==> config.mk <==
export PLATFORM = sky130hd
export DESIGN_NAME = vc_rr_arbiter
export DESIGN_NICKNAME = d
export VERILOG_FILES = /design/src/rtl/vc_rr_arbiter.sv
export SDC_FILE = /design/constraint.sdc
export NUM_CORES = 1
export LEC_CHECK = 0
export BUFFER_PORTS_ARGS = -buffer_cell sky130_fd_sc_hd__clkbuf_2
export CORE_MARGIN = 8
export CORE_UTILIZATION = 44
export DETAILED_ROUTE_END_ITERATION = 7
export PLACE_DENSITY = 0.85
export SETUP_SLACK_MARGIN = 0.4
export SYNTH_ARGS = -nofsm -noshare
export SYNTH_HDL_FRONTEND = slang
export SYNTH_SLANG_ARGS = --single-unit
==> constraint.sdc <==
create_clock -name clk -period 3.48 [get_ports clk]
set_input_delay 0.348 -clock clk [delete_from_list [all_inputs] [get_ports clk]]
set_output_delay 0.348 -clock clk [all_outputs]
set_load 0.01 [all_outputs]
==> src/rtl/vc_rr_arbiter.sv <==
// Round-robin scheduler that drains eight VC FIFOs into one egress FIFO.
// Each VC gets a burst of up to MAX_BURST grants, and a popped word is pushed one cycle later.
module vc_rr_arbiter #(
   parameter int DW        = 8,
   parameter int MAX_BURST = 4
) (
   input  logic            clk,
   input  logic            reset,
   input  logic [3:0]      State,
   input  logic [7:0]      empty,
   input  logic [8*DW-1:0] data_in,
   input  logic            egress_afull,
   output logic [7:0]      pop,
   output logic            push,
   output logic [DW-1:0]   data_out,
   output logic [2:0]      vc_out,
   output logic            idle_out
);

   typedef enum logic [3:0] {
      ST_RESET  = 4'b0001,
      ST_INIT   = 4'b0010,
      ST_IDLE   = 4'b0100,
      ST_ACTIVE = 4'b1000
   } ctrl_state_e;

   localparam logic [3:0] MAX_BURST_C = 4'(MAX_BURST);

   logic [2:0] rr_ptr_q, rr_ptr_d;
   logic [3:0] burst_cnt_q, burst_cnt_d;
   logic [2:0] last_vc_q, last_vc_d;
   logic       pend_q, pend_d;
   logic [2:0] pend_vc_q, pend_vc_d;

   logic       arb_en;
   logic       can_cont;
   logic       srch_hit;
   logic [2:0] srch_vc;
   logic       gnt_valid;
   logic [2:0] gnt_vc;

   // Find the first non-empty VC, starting at rr_ptr and wrapping modulo 8.
   always_comb begin
      // NOTE: every combinational output gets a default first, so no path can leave it unassigned and infer a latch.
      srch_hit = 1'b0;
      srch_vc  = rr_ptr_q;
      for (int k = 0; k < 8; k++) begin
         if (!srch_hit && !empty[rr_ptr_q + 3'(k)]) begin
            srch_hit = 1'b1;
            srch_vc  = rr_ptr_q + 3'(k);
         end
      end
   end

   always_comb begin
      arb_en      = (State == ST_ACTIVE) && !egress_afull && reset;
      can_cont    = (burst_cnt_q != 4'd0) && !empty[last_vc_q] && (burst_cnt_q < MAX_BURST_C);
      gnt_valid   = 1'b0;
      gnt_vc      = 3'd0;
      pop         = 8'h00;
      rr_ptr_d    = rr_ptr_q;
      burst_cnt_d = burst_cnt_q;
      last_vc_d   = last_vc_q;
      pend_d      = 1'b0;
      pend_vc_d   = pend_vc_q;

      if (arb_en) begin
         if (can_cont) begin
            gnt_valid = 1'b1;
            gnt_vc    = last_vc_q;
         end else if (srch_hit) begin
            gnt_valid = 1'b1;
            gnt_vc    = srch_vc;
         end
      end

      if (gnt_valid) begin
         pop[gnt_vc] = 1'b1;
         pend_d      = 1'b1;
         pend_vc_d   = gnt_vc;
         last_vc_d   = gnt_vc;
         burst_cnt_d = can_cont ? burst_cnt_q + 4'd1 : 4'd1;
         rr_ptr_d    = can_cont ? rr_ptr_q : gnt_vc;
         if (burst_cnt_d == MAX_BURST_C) begin
            rr_ptr_d = gnt_vc + 3'd1;
         end
      end else if ((burst_cnt_q != 4'd0) && ((State != ST_ACTIVE) || !egress_afull)) begin
         // The burst is over: the VC ran dry or the controller left ACTIVE. Back-pressure alone holds the burst.
         burst_cnt_d = 4'd0;
         rr_ptr_d    = last_vc_q + 3'd1;
      end
   end

   always_ff @(posedge clk) begin
      // NOTE: sequential state uses non-blocking assignments only, so every flop samples the pre-edge values.
      if (!reset) begin
         rr_ptr_q    <= 3'd0;
         burst_cnt_q <= 4'd0;
         last_vc_q   <= 3'd0;
         pend_q      <= 1'b0;
         pend_vc_q   <= 3'd0;
      end else begin
         rr_ptr_q    <= rr_ptr_d;
         burst_cnt_q <= burst_cnt_d;
         last_vc_q   <= last_vc_d;
         pend_q      <= pend_d;
         pend_vc_q   <= pend_vc_d;
      end
   end

   // Reset drops a word that was popped but not yet pushed.
   assign push     = pend_q && reset;
   assign data_out = push ? data_in[pend_vc_q*DW +: DW] : '0;
   assign vc_out   = pend_vc_q;
   assign idle_out = (&empty) && !push;

endmodule

Word level (Yosys, flattened, before mapping)

Cells that the tools add are included.

Output and inout bits: 21
Word-level logic and storage cells: 118
Register bits: 11

Shift operators: 1
Magnitude comparators: 12
Add/subtract/negate cells: 10
Reductions and logical operators: 36
Muxes and demuxes: 51
Eq/ne operators: 4

Operators with widths:

| operator            | number |
|---|---|
| $shiftx 64x7->8     | 1 |
| $mux 3              | 14 |
| $lt 3x4->1 const B  | 10 |
| $bmux 1 s3          | 9 |
| $mux 1              | 22 |
| $logic_not 1->1     | 16 |
| $mux 8              | 2 |
| $logic_and 1x1->1   | 15 |
| $add 3x3->3 const B | 4 |
| $mux 4              | 3 |
| $add 3x1->3 const B | 3 |
| $reduce_and 8->1    | 1 |
| $add 3x2->3 const B | 2 |
| $add 4x1->4 const B | 1 |
| $eq 4x3->1 const B  | 1 |
| $eq 4x4->1 const B  | 1 |
| $lt 4x3->1 const B  | 1 |
| $ne 4x4->1 const B  | 1 |
| $reduce_bool 4->1   | 1 |
| $demux 1 s3         | 1 |
| $ge 3x1->1 const B  | 1 |
| $ne 3x2->1 const B  | 1 |
| $reduce_and 2->1    | 1 |
| $reduce_bool 2->1   | 1 |
| $logic_or 1x1->1    | 1 |

Longest topological paths before layout

Depth after elaboration: 32
Mapped depth: 20
Depth with buffers taken out: 16

Worst setup path after synthesis

Ideal clock, no wire load.

Path kind: register to register
From: reg rr_ptr_q[1]
To: reg rr_ptr_q[2]
Arrival time: 3.708 ns
Stages on the path, launching flop included: 18
Data required time: 3.404 ns
Slack: -0.304 ns
Setup time: 0.076 ns
Buffers on the path: 2
Path through: dfxtp_1 > buf_1 > inv_1 > ha_1 > buf_2 > mux4_2 > or2_2 > nand3_1 > a21boi_0 > a31oi_1 > and4_1 > o21ai_2 > and2_1 > ha_1 > a31o_2 > a21oi_1 > o211ai_1 > a21boi_0

Longest elaborated chain between the ends: 30
Elaborated cells between the ends (all ways): 71

Ends and longest elaborated chain:

| element                          | RTL line | RTL |
|---|---|---|
| start: declaration               | 29       | `logic [2:0] rr_ptr_q, rr_ptr_d;` |
| start signal: assignment         | 103      | `rr_ptr_q <= rr_ptr_d;` |
| $add 3x1->3                      | 48, 50   |  |
| $bmux 1 s3                       | 48       | `if (!srch_hit && !empty[rr_ptr_q + 3'(k)]) begin` |
| $mux 1 (not written as such)     | 48       |  |
| $logic_not 1->1                  | 48       |  |
| $logic_and 1x1->1                | 48       |  |
| $mux 1                           | 48       |  |
| $logic_not 1->1                  | 48       |  |
| $logic_and 1x1->1                | 48       |  |
| (+15 left out)                   | -        |  |
| $mux 3 or $mux 1 (tied branches) | 48       |  |
| $mux 3 (*)                       | 71       | `end else if (srch_hit) begin` |
| $mux 3 (*)                       | 68       | `if (can_cont) begin` |
| $mux 3 (*)                       | 67       | `if (arb_en) begin` |
| named net gnt_vc[1]              | 40       | `logic [2:0] gnt_vc;` |
| $add 3x1->3 (*)                  | 85       | `rr_ptr_d = gnt_vc + 3'd1;` |
| $mux 3 (*)                       | 84       | `if (burst_cnt_d == MAX_BURST_C) begin` |
| $mux 3 (*)                       | 77       | `if (gnt_valid) begin` |

Mark *: on every way through the listed nets, which the timed path passes. The rest lies on a longest branch. The select of a mux whose other input is x is not followed.
A chain may end at the register's enable or synchronous reset.

Worst setup path after layout

From: reg rr_ptr_q[0]
To: out pop[5]

Longest elaborated chain between the ends: 32
Elaborated cells between the ends (all ways): 70

Ends and longest elaborated chain:

| element                                                        | RTL line | RTL |
|---|---|---|
| $add 3x1->3                                                    | 48, 50   |  |
| $bmux 1 s3                                                     | 48       |  |
| $mux 1 (not written as such)                                   | 48       |  |
| $logic_not 1->1                                                | 48       |  |
| $logic_and 1x1->1                                              | 48       |  |
| $mux 1                                                         | 48       |  |
| $logic_not 1->1                                                | 48       |  |
| $logic_and 1x1->1                                              | 48       |  |
| (+16 left out)                                                 | -        |  |
| $mux 3                                                         | 71       |  |
| $mux 3                                                         | 68       |  |
| $mux 3                                                         | 67       |  |
| $lt 3x4->1 (not written as such) or $ge 3x1->1 (tied branches) | 78       | `pop[gnt_vc] = 1'b1;` |
| $logic_and 1x1->1 (not written as such)                        | 78       |  |
| $mux 1 (not written as such)                                   | 78       |  |
| $demux 1 s3                                                    | 78       |  |
| $mux 8 (*)                                                     | 77       |  |
| end: declaration                                               | 13       | `output logic [7:0] pop,` |

Every way passes the cells marked *; elsewhere a longest branch is shown, timed or not. The select of a mux whose other input is x is not followed.

==> flow_metrics.tcl <==
set metrics [dict create \
    critPathArrivalTime_ns 3.14 \
    vias 2851 \
    gp_congestion 0.995 \
    grt_use_met3_pct 3.06 \
    cts_made_buffers 3 \
    insertion_delay_ns 0.24 \
    cts_tree "done" \
    via_per_inst 6.36 \
    cts_max_level 1 \
    area_delta_synth_final_pct 54.1 \
    initial_utilization_pct 45.8 \
    cp_max_fo 5 \
    violations "setup timing" \
    outcome "complete, but fails checks" \
    synth_most_common_cell "nand2_1" \
    clock-root-buffer "clkbuf_8" \
    grt_max_degree 22 \
    hold_viol_final 0 \
    synth_ff_type "dfxtp_1" \
    setup-tns-final_ns -0.00420 \
    clockBufferDepth 2 \
    ant_nets 0 \
    tightest_slew_ns 0.685 \
    postSynthCellCount 256 \
    seqPwrFrac_pct 23.3 \
    start_kind "flop" \
    clock_skew_ns 0.00211 \
    cts.sinks 11 \
    synth_warnings 0 \
    required_ns 3.13 \
    end_kind "output port" \
    swShare_pct 35.3 \
    drt_iter0_drc 229 \
    drv_slew 0 \
    critPathSlowestCell "dfxtp_4" \
    drt_first_pass_iters 5 \
    nets 467 \
    path_cells "inv_4 -> ha_4 -> buf_4 -> mux2_4 -> o22ai_4 -> nand2_2 -> a311oi_1 -> a31oi_1 -> a21o_1 -> buf_4 -> buf_4 -> a211oi_2 -> buf_2" \
    path_common_cell "buf_4" \
    ioPinCount 100 \
    die_x_microns 86.1 \
    yosysSeqAreaShare_pct 10.2 \
    maxCapViolations 0 \
    gr-usage-met2_pct 41.6 \
    clockPowerShare_pct 24.2 \
    powerDensity_nw_per_um2 164 \
    setup_viol 1 \
    critPathTopFamily "compound AO/OA/AOI/OAI gates" \
    grt_pass1_vias 2735 \
    power.leakage_nw 1.41 \
    pre_cts_ws_ns 0.121 \
    wl_microns 9520 \
    grt_util_met1_pct 27.0 \
    syn_area_per_cell_sq_um 8.45 \
    crit_type "flop to output port" \
    drive_gt1_share_pct 57.5 \
    path_buf_inv 5 \
    slowest_delay_ns 0.36 \
    worstHoldPathType "primary input to flop" \
    grt_pass1_wl_microns 13600 \
    clock.fmax_mhz 287 \
    synth_edf_count 0 \
    async_flop_share_pct 0 \
    grt_antenna_before_repair 0 \
    core_sq_um 4720 \
    synth_top_area_cell "mux4_2" \
    switchingPower_mw 0.193 \
    num_rows 25 \
    dieArea_sq_um 7420 \
    grt-busiest-layer "met2" \
    rsz0062_at_grt "true" \
    worst_slack_ns -0.00420 \
    timing.final.crit_share_pct 100 \
    yosysTopAreaCellShare_pct 25.0 \
    combPwrFrac_pct 52.6 \
    port_buffers 99 \
    synth_nets 341 \
    synth_area_leaders "mux4_2 25%, dfxtp_1 10%, mux2i_1 5.1%, nand2_1 4.5%, nor2_1 4.0%" \
    p_int_mw 0.354 \
    min_period_ns 3.48 \
    ir_worst_vdd_v 0.000233 \
    syn-cell-area_sq_um 2160 \
    dpl.hpwl_microns 6710 \
    clk_pin_slew_ns 0.05 \
    grt_overflow 0 \
    wl_per_cell_microns 21.2 \
    grtUsageTotal_pct 22.9 \
    fp.dieH_microns 86.1 \
    antenna_cells 0 \
    drc 0 \
    netlist_top_cells_count "26 x nand2_1, 24 x mux4_2, 23 x nor2_1" \
    synth_seq_cells 11 \
    yosysUniqueCellTypes 56 \
    relSlewSlack_pct 54.1 \
]
registers in the layout (all words and copies together), names as in the netlist:
| signal | count |
|---|---|
| pend_q | 1 |
| burst_cnt_q | 4 |
| rr_ptr_q | 3 |
| vc_out | 3 |
per-stage QoR:
stage | std cells | power, mW | util (%) | area (sq um) | hold WS (ns)
3_3_place_gp | 419 | 0.340 | 60.2 | 2840 | 0.489
3_5_place_dp | 419 | 0.344 | 60.2 | 2840 | 0.501
5_1_grt | 448 | 0.565 | 70.6 | 3330 | 0.522
2_1_floorplan | 256 | 0.262 | - | 2260 | 0.474
6_report | 448 | 0.547 | 70.6 | 3330 | 0.512
4_1_cts | 437 | 0.512 | 66.4 | 3140 | 0.498
worst reg2reg max path, delay by kind of cell, from the launching register on:
kind / cells / cell delay, ns
buffers and inverters: 3 / 0.26
multiplexers: 1 / 0.59
AND/OR/NAND/NOR: 3 / 0.53
AO/OA/AOI/OAI: 7 / 1.14
adder cells (fa/ha/maj): 2 / 0.43
flip-flops: 1 / 0.36
power groups by stage:
| stage | clock (mW) | sequential (mW) | combinational (mW) |
|---|---|---|---|
| 5_1_grt | 0.137 | 0.127 | 0.301 |
| 3_3_place_gp | 0 | 0.131 | 0.208 |
| 3_5_place_dp | 0 | 0.132 | 0.212 |
| 2_1_floorplan | 0 | 0.131 | 0.131 |
| 4_1_cts | 0.134 | 0.128 | 0.250 |
| 6_report | 0.132 | 0.127 | 0.287 |
layout make-up:
cell class	instances	area, sq um
Inverter	11	53.8
Sequential cell	11	229
Tap cell	67	83.8
Clock buffer	4	45.0
Timing Repair Buffer	136	793
Multi-Input combinational cell	219	2130
Fill cell	339	1390
path summary, 6_finish.rpt:
check                 startpoint             end  slack [ns]  depth (start not counted)
setup / recovery     rr_ptr_q[0]          pop[5]      -0.004                         13
hold / removal             reset  burst_cnt_q[2]        0.51                          2
setup reg to reg     rr_ptr_q[0]     rr_ptr_q[2]        0.09                         16
hold reg to reg   burst_cnt_q[1]  burst_cnt_q[1]        0.52                          2
cell families (layout without fill, tap and decap cells):
family                     count (synthesis)  after routing  share of synthesized area, %
AOI/OAI and AO/OA                         72             72                          23.2
adders and majority gates                  6              6                          3.47
DFF                                       11             11                          10.2
buffers and inverters                     26            151                          5.90
muxes                                     40             40                          33.4
and+or+nand+nor                           98             98                          22.7
xor gates and xnor gates                   3              3                          1.21
metal layers:
metal	vias up	routed length, microns
met2	199	5080
met1	1353	3460
met3	40	674
li1	1259	-
met4	0	303
met5	-	0
what timing repair did:
item,4_1_cts,5_1_grt
cloned,1,0
hold buffers,0,0
gates resized for setup,32,30
pin swaps,7,12
buffers inserted,13,11
setup endpoints to repair,10,10
endpoints found under the hold margin,0,0
layout by cell type (no fill, tap or decap), types with 5 or more instances in the layout:
master / synthesis / routed
clkbuf_2: 0 / 94
buf_2: 4 / 5
nor2_1: 23 / 22
a21boi_0: 7 / 5
a21oi_1: 13 / 11
mux2i_1: 11 / 10
mux4_2: 24 / 24
nand2b_1: 8 / 5
inv_1: 9 / 7
dfxtp_1: 11 / 8
buf_4: 0 / 34
nand2_1: 26 / 24
No activity file was read; power rests on OpenSTA's default activity.
